**config.mk**
```make
export PLATFORM = sky130hd
export DESIGN_NAME = addsub_seq_ctrl_flat
export DESIGN_NICKNAME = d
export VERILOG_FILES = /design/src/rtl/addsub_seq_ctrl_pkg.sv /design/src/rtl/addsub_seq_ctrl_if.sv /design/src/rtl/addsub_seq_ctrl_btn_pulse.sv /design/src/rtl/addsub_seq_ctrl.sv /design/src/flat_wrapper.sv
export SDC_FILE = /design/constraint.sdc
export NUM_CORES = 1
export LEC_CHECK = 0
export BUFFER_PORTS_ARGS = -buffer_cell sky130_fd_sc_hd__buf_2
export CELL_PAD_IN_SITES_DETAIL_PLACEMENT = 1
export CELL_PAD_IN_SITES_GLOBAL_PLACEMENT = 2
export CORE_MARGIN = 4
export CORE_UTILIZATION = 32
export DETAILED_ROUTE_END_ITERATION = 8
export GPL_TIMING_DRIVEN = 0
export HOLD_SLACK_MARGIN = 0.06
export MAX_ROUTING_LAYER = met4
export PLACE_DENSITY = 0.84
export SLEW_MARGIN = 40
export SYNTH_ARGS = -nofsm -noshare
export SYNTH_HDL_FRONTEND = slang
export SYNTH_SLANG_ARGS = --single-unit
```
**constraint.sdc**
```tcl
create_clock -name clk -period 3.25 [get_ports clk]
set_input_delay 0.1625 -clock clk [delete_from_list [all_inputs] [get_ports clk]]
set_output_delay 0.1625 -clock clk [all_outputs]
set_load 0.05 [all_outputs]
```
**src/rtl/addsub_seq_ctrl_pkg.sv**
```systemverilog
// Shared types and constants for the add/sub operator sequencer.
// Holds the FSM encoding, display-source codes and result-flag layout.
package addsub_seq_ctrl_pkg;

  typedef enum logic [1:0] {
    ENTER_A = 2'd0,
    ENTER_B = 2'd1,
    SETTLE  = 2'd2,
    DONE    = 2'd3
  } state_t;

  localparam logic [1:0] DISP_OP1 = 2'd0;
  localparam logic [1:0] DISP_OP2 = 2'd1;
  localparam logic [1:0] DISP_RES = 2'd2;

  localparam int FLAG_SIGN  = 2;
  localparam int FLAG_OVER  = 1;
  localparam int FLAG_CARRY = 0;

  // Place the three datapath flags at their fixed res_flags positions.
  function automatic logic [2:0] pack_flags(input logic sign, input logic over, input logic carry);
    logic [2:0] f;
    f             = 3'b000;
    f[FLAG_SIGN]  = sign;
    f[FLAG_OVER]  = over;
    f[FLAG_CARRY] = carry;
    return f;
  endfunction

endpackage

```
**src/rtl/addsub_seq_ctrl_if.sv**
```systemverilog
// Byte-slot bus between the sequencer (master) and the add/sub datapath (slave).
interface addsub_seq_ctrl_if;
  logic [7:0]  byte_out;
  logic [1:0]  counter;
  logic        fstorsnd;
  logic        addorsub;
  logic [31:0] dp_sum;
  logic        dp_carry;
  logic        dp_over;
  logic        dp_sign;

  modport master (
    output byte_out, counter, fstorsnd, addorsub,
    input  dp_sum, dp_carry, dp_over, dp_sign
  );

  modport slave (
    input  byte_out, counter, fstorsnd, addorsub,
    output dp_sum, dp_carry, dp_over, dp_sign
  );
endinterface

```
**src/rtl/addsub_seq_ctrl_btn_pulse.sv**
```systemverilog
// Button conditioner: two-flop synchronizer, level debounce, one-cycle pulse
// on each accepted rising edge (DEB_CYCLES+3 cycles after the raw level settles).
module btn_pulse #(
  parameter int DEB_CYCLES = 1_000_000,
  parameter int DEB_W      = 20
) (
  input  logic clk,
  input  logic rst,
  input  logic btn_raw,
  output logic pulse
);

  localparam logic [DEB_W-1:0] DEB_LAST = DEB_W'(DEB_CYCLES - 1);
  localparam logic [DEB_W-1:0] DEB_ZERO = {DEB_W{1'b0}};
  localparam logic [DEB_W-1:0] DEB_ONE  = {{(DEB_W-1){1'b0}}, 1'b1};

  logic             sync1_r;
  logic             sync2_r;
  logic             level_r;
  logic             level_d_r;
  logic             pulse_r;
  logic [DEB_W-1:0] deb_cnt_r;

  // Bring the raw button into the clock domain.
  always_ff @(posedge clk or posedge rst) begin
    if (rst) begin
      sync1_r <= 1'b0;
      sync2_r <= 1'b0;
    end else begin
      sync1_r <= btn_raw;
      sync2_r <= sync1_r;
    end
  end

  // Accept a new level only after DEB_CYCLES consecutive differing samples.
  always_ff @(posedge clk or posedge rst) begin
    if (rst) begin
      level_r   <= 1'b0;
      deb_cnt_r <= DEB_ZERO;
    end else if (sync2_r == level_r) begin
      deb_cnt_r <= DEB_ZERO;
    end else if (deb_cnt_r == DEB_LAST) begin
      level_r   <= sync2_r;
      deb_cnt_r <= DEB_ZERO;
    end else begin
      deb_cnt_r <= deb_cnt_r + DEB_ONE;
    end
  end

  // Registered rising-edge detect on the accepted level.
  always_ff @(posedge clk or posedge rst) begin
    if (rst) begin
      level_d_r <= 1'b0;
      pulse_r   <= 1'b0;
    end else begin
      level_d_r <= level_r;
      pulse_r   <= level_r & ~level_d_r;
    end
  end

  assign pulse = pulse_r;

endmodule

```
**src/rtl/addsub_seq_ctrl.sv**
```systemverilog
// Operator sequencer: steers switch bytes into datapath slots, freezes the bus
// while the datapath settles, then captures result and flags for display.
module addsub_seq_ctrl
  import addsub_seq_ctrl_pkg::*;
#(
  parameter int DEB_CYCLES    = 1_000_000,
  parameter int DEB_W         = 20,
  parameter int SETTLE_CYCLES = 8
) (
  input  logic                  clk,
  input  logic                  rst,
  input  logic [7:0]            sw_data,
  input  logic                  sw_sub,
  input  logic                  btn_next,
  input  logic                  btn_clear,
  addsub_seq_ctrl_if.master     dp,
  output logic [31:0]           res_sum,
  output logic [2:0]            res_flags,
  output logic                  done,
  output logic [1:0]            disp_sel
);

  localparam logic [7:0] SETTLE_LOAD = 8'(SETTLE_CYCLES - 1);

  logic        next_pulse_s;
  logic        clear_pulse_s;

  state_t      state_r,     state_nx_s;
  logic [1:0]  counter_r,   counter_nx_s;
  logic        fstorsnd_r,  fstorsnd_nx_s;
  logic [7:0]  byte_r,      byte_nx_s;
  logic        addorsub_r,  addorsub_nx_s;
  logic [31:0] res_sum_r,   res_sum_nx_s;
  logic [2:0]  res_flags_r, res_flags_nx_s;
  logic        done_r,      done_nx_s;
  logic [1:0]  disp_sel_r,  disp_sel_nx_s;
  logic [7:0]  settle_r,    settle_nx_s;

  btn_pulse #(.DEB_CYCLES(DEB_CYCLES), .DEB_W(DEB_W)) u_next (
    .clk(clk), .rst(rst), .btn_raw(btn_next), .pulse(next_pulse_s)
  );

  btn_pulse #(.DEB_CYCLES(DEB_CYCLES), .DEB_W(DEB_W)) u_clear (
    .clk(clk), .rst(rst), .btn_raw(btn_clear), .pulse(clear_pulse_s)
  );

  // State and every output register.
  always_ff @(posedge clk or posedge rst) begin
    if (rst) begin
      state_r     <= ENTER_A;
      counter_r   <= 2'd0;
      fstorsnd_r  <= 1'b0;
      byte_r      <= 8'd0;
      addorsub_r  <= 1'b0;
      res_sum_r   <= 32'd0;
      res_flags_r <= 3'b000;
      done_r      <= 1'b0;
      disp_sel_r  <= DISP_OP1;
      settle_r    <= 8'd0;
    end else begin
      state_r     <= state_nx_s;
      counter_r   <= counter_nx_s;
      fstorsnd_r  <= fstorsnd_nx_s;
      byte_r      <= byte_nx_s;
      addorsub_r  <= addorsub_nx_s;
      res_sum_r   <= res_sum_nx_s;
      res_flags_r <= res_flags_nx_s;
      done_r      <= done_nx_s;
      disp_sel_r  <= disp_sel_nx_s;
      settle_r    <= settle_nx_s;
    end
  end

  // Next-state selection; clear overrides everything, including a same-cycle next.
  always_comb begin
    state_nx_s = state_r;
    if (clear_pulse_s) begin
      state_nx_s = ENTER_A;
    end else begin
      case (state_r)
        ENTER_A: if (next_pulse_s && counter_r == 2'd3) state_nx_s = ENTER_B;
                 else                                   state_nx_s = ENTER_A;
        ENTER_B: if (next_pulse_s && counter_r == 2'd3) state_nx_s = SETTLE;
                 else                                   state_nx_s = ENTER_B;
        SETTLE:  if (settle_r == 8'd0)                  state_nx_s = DONE;
                 else                                   state_nx_s = SETTLE;
        DONE:    if (next_pulse_s)                      state_nx_s = ENTER_A;
                 else                                   state_nx_s = DONE;
        default: state_nx_s = ENTER_A;
      endcase
    end
  end

  // Register next values; byte_out/addorsub only track the switches during entry.
  always_comb begin
    counter_nx_s   = counter_r;
    fstorsnd_nx_s  = fstorsnd_r;
    byte_nx_s      = byte_r;
    addorsub_nx_s  = addorsub_r;
    res_sum_nx_s   = res_sum_r;
    res_flags_nx_s = res_flags_r;
    done_nx_s      = done_r;
    disp_sel_nx_s  = disp_sel_r;
    settle_nx_s    = settle_r;
    if (clear_pulse_s) begin
      counter_nx_s   = 2'd0;
      fstorsnd_nx_s  = 1'b0;
      byte_nx_s      = sw_data;
      addorsub_nx_s  = sw_sub;
      res_sum_nx_s   = 32'd0;
      res_flags_nx_s = 3'b000;
      done_nx_s      = 1'b0;
      disp_sel_nx_s  = DISP_OP1;
      settle_nx_s    = 8'd0;
    end else begin
      case (state_r)
        ENTER_A: begin
          byte_nx_s     = sw_data;
          addorsub_nx_s = sw_sub;
          disp_sel_nx_s = DISP_OP1;
          if (next_pulse_s) begin
            if (counter_r == 2'd3) begin
              counter_nx_s  = 2'd0;
              fstorsnd_nx_s = 1'b1;
              disp_sel_nx_s = DISP_OP2;
            end else begin
              counter_nx_s  = counter_r + 2'd1;
            end
          end else begin
            counter_nx_s = counter_r;
          end
        end
        ENTER_B: begin
          byte_nx_s     = sw_data;
          addorsub_nx_s = sw_sub;
          disp_sel_nx_s = DISP_OP2;
          if (next_pulse_s) begin
            if (counter_r == 2'd3) begin
              settle_nx_s  = SETTLE_LOAD;
            end else begin
              counter_nx_s = counter_r + 2'd1;
            end
          end else begin
            counter_nx_s = counter_r;
          end
        end
        SETTLE: begin
          if (settle_r == 8'd0) begin
            res_sum_nx_s   = dp.dp_sum;
            res_flags_nx_s = pack_flags(dp.dp_sign, dp.dp_over, dp.dp_carry);
            done_nx_s      = 1'b1;
            disp_sel_nx_s  = DISP_RES;
          end else begin
            settle_nx_s    = settle_r - 8'd1;
          end
        end
        DONE: begin
          if (next_pulse_s) begin
            counter_nx_s  = 2'd0;
            fstorsnd_nx_s = 1'b0;
            done_nx_s     = 1'b0;
            disp_sel_nx_s = DISP_OP1;
          end else begin
            done_nx_s     = done_r;
          end
        end
        default: begin
          counter_nx_s  = 2'd0;
          fstorsnd_nx_s = 1'b0;
          done_nx_s     = 1'b0;
          disp_sel_nx_s = DISP_OP1;
        end
      endcase
    end
  end

  assign dp.byte_out = byte_r;
  assign dp.counter  = counter_r;
  assign dp.fstorsnd = fstorsnd_r;
  assign dp.addorsub = addorsub_r;
  assign res_sum     = res_sum_r;
  assign res_flags   = res_flags_r;
  assign done        = done_r;
  assign disp_sel    = disp_sel_r;

endmodule

```
**src/flat_wrapper.sv**
```systemverilog
// flat-port wrapper written by rule: the top's interface ports become plain ports
module addsub_seq_ctrl_flat import addsub_seq_ctrl_pkg::*;
#(
  parameter int DEB_CYCLES    = 1_000_000,
  parameter int DEB_W         = 20,
  parameter int SETTLE_CYCLES = 8
)
  (clk, rst, sw_data, sw_sub, btn_next, btn_clear, res_sum, res_flags, done, disp_sel, dp_byte_out, dp_counter, dp_fstorsnd, dp_addorsub, dp_dp_sum, dp_dp_carry, dp_dp_over, dp_dp_sign);
  addsub_seq_ctrl_if dp_i ();
  input  logic clk;
  input  logic rst;
  input  logic [7:0] sw_data;
  input  logic sw_sub;
  input  logic btn_next;
  input  logic btn_clear;
  output logic [31:0] res_sum;
  output logic [2:0] res_flags;
  output logic done;
  output logic [1:0] disp_sel;
  output wire logic [$bits(dp_i.byte_out)-1:0] dp_byte_out;
  output wire logic [$bits(dp_i.counter)-1:0] dp_counter;
  output wire logic [$bits(dp_i.fstorsnd)-1:0] dp_fstorsnd;
  output wire logic [$bits(dp_i.addorsub)-1:0] dp_addorsub;
  input wire logic [$bits(dp_i.dp_sum)-1:0] dp_dp_sum;
  input wire logic [$bits(dp_i.dp_carry)-1:0] dp_dp_carry;
  input wire logic [$bits(dp_i.dp_over)-1:0] dp_dp_over;
  input wire logic [$bits(dp_i.dp_sign)-1:0] dp_dp_sign;
  assign dp_byte_out = dp_i.byte_out;
  assign dp_counter = dp_i.counter;
  assign dp_fstorsnd = dp_i.fstorsnd;
  assign dp_addorsub = dp_i.addorsub;
  assign dp_i.dp_sum = dp_dp_sum;
  assign dp_i.dp_carry = dp_dp_carry;
  assign dp_i.dp_over = dp_dp_over;
  assign dp_i.dp_sign = dp_dp_sign;
  addsub_seq_ctrl #(.DEB_CYCLES(DEB_CYCLES), .DEB_W(DEB_W), .SETTLE_CYCLES(SETTLE_CYCLES)) u_core (.clk(clk), .rst(rst), .sw_data(sw_data), .sw_sub(sw_sub), .btn_next(btn_next), .btn_clear(btn_clear), .dp(dp_i), .res_sum(res_sum), .res_flags(res_flags), .done(done), .disp_sel(disp_sel));
endmodule
```
## Yosys cells after proc, flatten, opt, wreduce, memory -nomap -nowiden

Cells that the tools add are included.
Widths: inputs -> output; s select.

- Input bits: 48
- Word-level logic and storage cells: 112
- Flip-flop bits (word level): 110
- Bits in latches: 0
- ROM bits: 0
- Bits in writable memories: 0
- Memories: 0

- Shifts and indexed selects: 0
- Reduce and logical (&&, ||, !) cells: 19
- Div/mod/pow operators: 0
- $mul: 0
- Order comparisons: 0
- Muxes and demuxes: 45
- Add/sub/neg operators: 4
- Eq/ne operators: 16
- Bitwise operators: 6

Operators by type and width:

| cell | count |
|---|---|
| $mux 32 | 3 |
| $mux 20 | 4 |
| $mux 8 | 6 |
| $add 20x1->20 const B | 2 |
| $eq 20x20->1 const B | 2 |
| $mux 2 | 12 |
| $pmux 2 s4 | 2 |
| $pmux 8 s2 | 1 |
| $ne 3x3->1 const B | 5 |
| $mux 1 | 11 |
| $mux 3 | 3 |
| $ne 3x2->1 const B | 3 |
| $reduce_bool 3->1 | 3 |
| $logic_not 8->1 | 1 |
| $reduce_and 2->1 | 4 |
| $reduce_and 4->1 | 2 |
| $sub 8x1->8 const B | 1 |
| $eq 2x2->1 const B | 3 |
| $pmux 2 s3 | 1 |
| $reduce_bool 2->1 | 3 |
| $reduce_and 5->1 | 1 |
| $not 1->1 | 4 |
| $pmux 1 s2 | 2 |
| $reduce_bool 4->1 | 1 |
| 8 further kinds | 10 |

## Logic depth before layout (Yosys ltp)

- Depth after elaboration: 5
- Gate-level depth with buffers: 8
- Gate-level depth less buffers: 6

## Cells and area by module

Synthesis repeated with hierarchy kept, for this count alone.

- Cells, all modules: 419
- Area total of the unflattened synthesis: 4,922.2 um^2

Modules (own cells, without submodules):

| module | cells each | instances | area each (um^2) | sequential area each (um^2) |
|---|---|---|---|---|
| addsub_seq_ctrl | 198 | 1 | 2,541.2 | 1,501.4 |
| btn_pulse (u_core.u_clear) | 111 | 1 | 1,206.2 | 625.6 |
| btn_pulse (u_core.u_next) | 110 | 1 | 1,174.9 | 625.6 |

## Worst setup path after synthesis

Ideal clock, no wire load.

- Path kind: flip-flop to flip-flop
- From: register u_core.settle_r[3]
- To: register u_core.settle_r[2]
- Arrival time: 1.786 ns
- Clock period less this slack: 1.918 ns
- Setup slack: 1.332 ns
- Buffers on the path: 3
- Cell stages (with the launch flop): 8
- Library setup time: 0.132 ns
- Path through: dfrtp_1 or4_1 buf_2 nor4_4 buf_6 buf_6 a2bb2oi_1 nor2_1

- Word-level cells in the longest chain between the ends: 3

RTL lines:

| item | RTL line | text |
|---|---|---|
| from (decl) | addsub_seq_ctrl.sv:37 | `logic [7:0] settle_r, settle_nx_s;` |
| from (signal assigned) | addsub_seq_ctrl.sv:70 | `settle_r <= settle_nx_s;` |
| $logic_not 8->1 | addsub_seq_ctrl.sv:148 | `if (settle_r == 8'd0) begin` |
| $ne 3x3->1 (no line) | - |  |
| $reduce_and 4->1 (no line) | - |  |

Every way passes these cells.
A chain may end at the register's enable or synchronous reset.

## Worst setup path after layout

- From: register u_core.settle_r[0]
- To: register u_core.res_sum_r[4], in the netlist u_core.res_sum[4]

- Word-level cells in the longest chain between the ends: 3

RTL lines:

| item | RTL line | text |
|---|---|---|
| $logic_not 8->1 | addsub_seq_ctrl.sv:148 |  |
| $reduce_bool 2->1 (no line) | - |  |
| $reduce_and 2->1 (no line) | - |  |
| to (signal assigned) | addsub_seq_ctrl.sv:66 | `res_sum_r <= res_sum_nx_s;` |
| to (decl) | addsub_seq_ctrl.sv:33 | `logic [31:0] res_sum_r, res_sum_nx_s;` |

Every way passes these cells.

==> metrics <==
outcome=finished clean; # clock sinks=110; Worst-Margin Slew=0.7005 ns; Final Max Tran Viols=0; # resized after CTS=0; DR vias=~3900; clock power share=0.416; Netlist cell types=51; H-tree depth=3; post-synthesis average cell area=about 11 µm²; commonest non-fill, non-tap cell in the layout=dfrtp_1; Seq cells post-synth=110; worst vdd ir=0.2667 mV; routed length per instance=16.95 µm; largest net degree at the start of global routing=78; PortBufs=97; CP Data Required Time=3.49 ns; CTS clk-pin slew, worst paths=0.07 ns; Post-Route WL=13080 µm; layout cell share with drive strength beyond 1=0.2423; max-slew headroom at the worst pin=0.5330; worst-skew pair later-pin latency=0.35 ns; CP endpoint kind=flip-flop; CP max FO=10; commonest non-fill, non-tap cells in the layout=dfrtp_1 (110), buf_2 (104), dlygate4sd3_1 (47), nor2_1 (42), a22o_1 (35); Max-cap violations=0; Initial DRC Count=123; Synth Instances=425; Switch Pwr=0.5954 mW; CTS root buf=clkbuf_16; Hold Violations, Final=0; design area=about 0.0063 mm²; mapped cell area=slightly below 0.005 mm²; Top FF cell, synth=dfrtp_1; Max Freq=421.7 MHz; core area=0.01464 mm²; Die H=130.8 µm; fraction of registers with async set/reset=1.000; area of the multi-input gates=about 0.0019 mm²; Rows=44; drt pass-1 iters=4; critical-path cell list=inv_1 -> ha_1 -> nor4bb_1 -> a21oi_1 -> buf_2 -> a22o_1; first-pass GRT wire length=~22000 µm; worst-case clock buffer depth=2; vias in the first global route=4382; post-layout util=0.4335; Final Cycle Share=0.7297; crit path from=u_core.settle_r[0]; critical path's slowest cell=nor4bb_1; crit path DAT=2.61 ns; Int Pwr=2.081 mW; cts bufs inserted=9; Worst path max stage delay=0.62 ns; setup slack after layout=0.8785 ns; worst path bufs/invs=2; part of the power in registers=0.521; dpl ws=approximately 0.85 ns; Logic pwr share=0.063; CP Launch Type=flip-flop; nets@finish=633; initial antenna violation count=1; CP Class=reg -> reg; fillers=1648; Seq. cell area=around 0.0028 mm²; Yosys Warn Count=0; minimum clock period=~2.4 ns; register area share after synthesis=0.5701; HPWL Detailed=roughly 8700 µm; Mapped Nets=477; Top delay family on crit path=compound AO/OA/AOI/OAI gates; CTS tree=built; cell area after placement=approximately 0.0056 mm²; Pwr per Cell Area=421.5 mW/mm²; Die Area=0.01712 mm²; Post-synth EDFFs=0; GRT Residual Overflow=0; Pleak=3.005 nW; Final GP Congestion=0.8060; Antenna Nets Post-Route=0; reg2reg start=u_core.settle_r[0]; Clock Skew=0.006301 ns; starting density of the core=0.3297; Final setup viols=0; Ports=98; Sw Share=0.2225; RSZ-0062 raised after global routing=no; DRC viols=0; die span in x=between 100 and 150 µm; worst hold-check path type=in -> async; synth-to-layout area growth=31.48%; Final TNS setup=0 ns; Total GRT Usage=0.1640; DR vias/cell=between 5 and 6
-- power by group through the flow --
stage | logic (mW) | registers (mW) | clock network (mW)
finish | 0.169 | 1.39 | 1.11
global route | 0.188 | 1.39 | 1.21
CTS | 0.171 | 1.39 | 1.15
detailed placement | 0.126 | 1.42 | 0
global placement | 0.117 | 1.42 | 0
floorplan | 0.0470 | 1.44 | 0
-- area by class of cell --
cell class	count	area share
Antenna cell	2	0.0007883
Clock inverter	3	0.006898
Inverter	9	0.006504
Tap cell	184	0.03626
Timing Repair Buffer	145	0.1549
Multi-Input combinational cell	283	0.3019
Sequential cell	110	0.4336
Buffer	23	0.01971
Clock buffer	13	0.03942
-- sequential cells by signal, indices dropped and copies added, names as in the netlist, 2 cells and up --
signal,cells
u_core.u_clear.deb_cnt_r,20
u_core.disp_sel,2
u_core.dp.byte_out,8
u_core.res_flags,3
u_core.u_next.deb_cnt_r,20
u_core.settle_r,8
u_core.dp.counter,2
u_core.state_r,2
u_core.res_sum,32
-- routing by layer --
layer / GRT usage / vias up / share of wire
met5: - / - / 0
met4: 0.06352 / 0 / 0.022
met3: 0.03293 / 20 / 0.032
met2: 0.2804 / 67 / 0.53
met1: 0.1899 / 2002 / 0.42
li1: - / 1857 / -
-- synthesized netlist by cell type, drive strengths merged (2+ instances only) --
library cell  count  area, µm²
and3              4      25.02
a2bb2oi           3      26.28
inv               9      33.78
o21bai            2      15.01
nor2             42      157.7
nor4b             2      17.52
dfrtp           110       2753
nand2            16      60.06
or3               6      37.54
nor4              6      52.55
clkbuf            9      33.78
a22o             35      306.5
mux2             11      123.9
or4               4      30.03
o31ai             5      51.30
xnor2             6      52.55
nand4            17      106.4
nand4b            3      26.28
nand2b            4      25.02
o21ai             8      40.04
nor3              5      25.02
xor2             24      210.2
nor2b             3      18.77
and2              5      31.28
o22a              2      17.52
and4              7      61.31
nand3            19      95.09
ha                4      50.05
a21oi            25      125.1
nor4bb            2      20.02
buf              14      91.33
-- cell families after synthesis --
family | Yosys count | synth area share
AND/OR/NAND/NOR | 152 | 0.1757
flip-flops | 110 | 0.5701
AO/OA/AOI/OAI | 85 | 0.1288
buffers and inverters | 32 | 0.03291
XOR/XNOR | 30 | 0.05442
multiplexers | 12 | 0.02773
adder cells (fa/ha/maj) | 4 | 0.01037
-- final timing paths --
kind,end,slack (ns),depth (start not counted)
max in group asynchronous,u_core.u_clear.deb_cnt_r[6],2.31,4
worst max-delay path,u_core.res_sum[4],0.88,6
worst min-delay path,u_core.u_next.deb_cnt_r[19],0.32,3
worst max register to register,u_core.res_sum[4],0.88,6
min in group clk,u_core.u_next.sync2_r,0.35,0
worst min register to register,u_core.u_next.sync2_r,0.35,0
-- stage by stage --
| stage | hold WS (ns) | instances | power [mW] |
|---|---|---|---|
| final | 0.3237 | 772 | 2.676 |
| after global routing | 0.3444 | 771 | 2.792 |
| after CTS | 0.3163 | 770 | 2.718 |
| after detailed placement | 0.1498 | 707 | 1.546 |
| after global placement | 0.2722 | 706 | 1.535 |
| after floorplan | 0.1939 | 425 | 1.485 |
-- timing repair --
item,CTS,global route
hold buffers,47,0
setup buffers,0,0
hold endpoints to repair,79,0
-- worst min-delay path, cell delays in order --
cell,delay (ns)
dlygate4sd3_1,0.53
buf_2,0.15
inv_8,0.19
No activity file was read; power rests on OpenSTA's default activity.
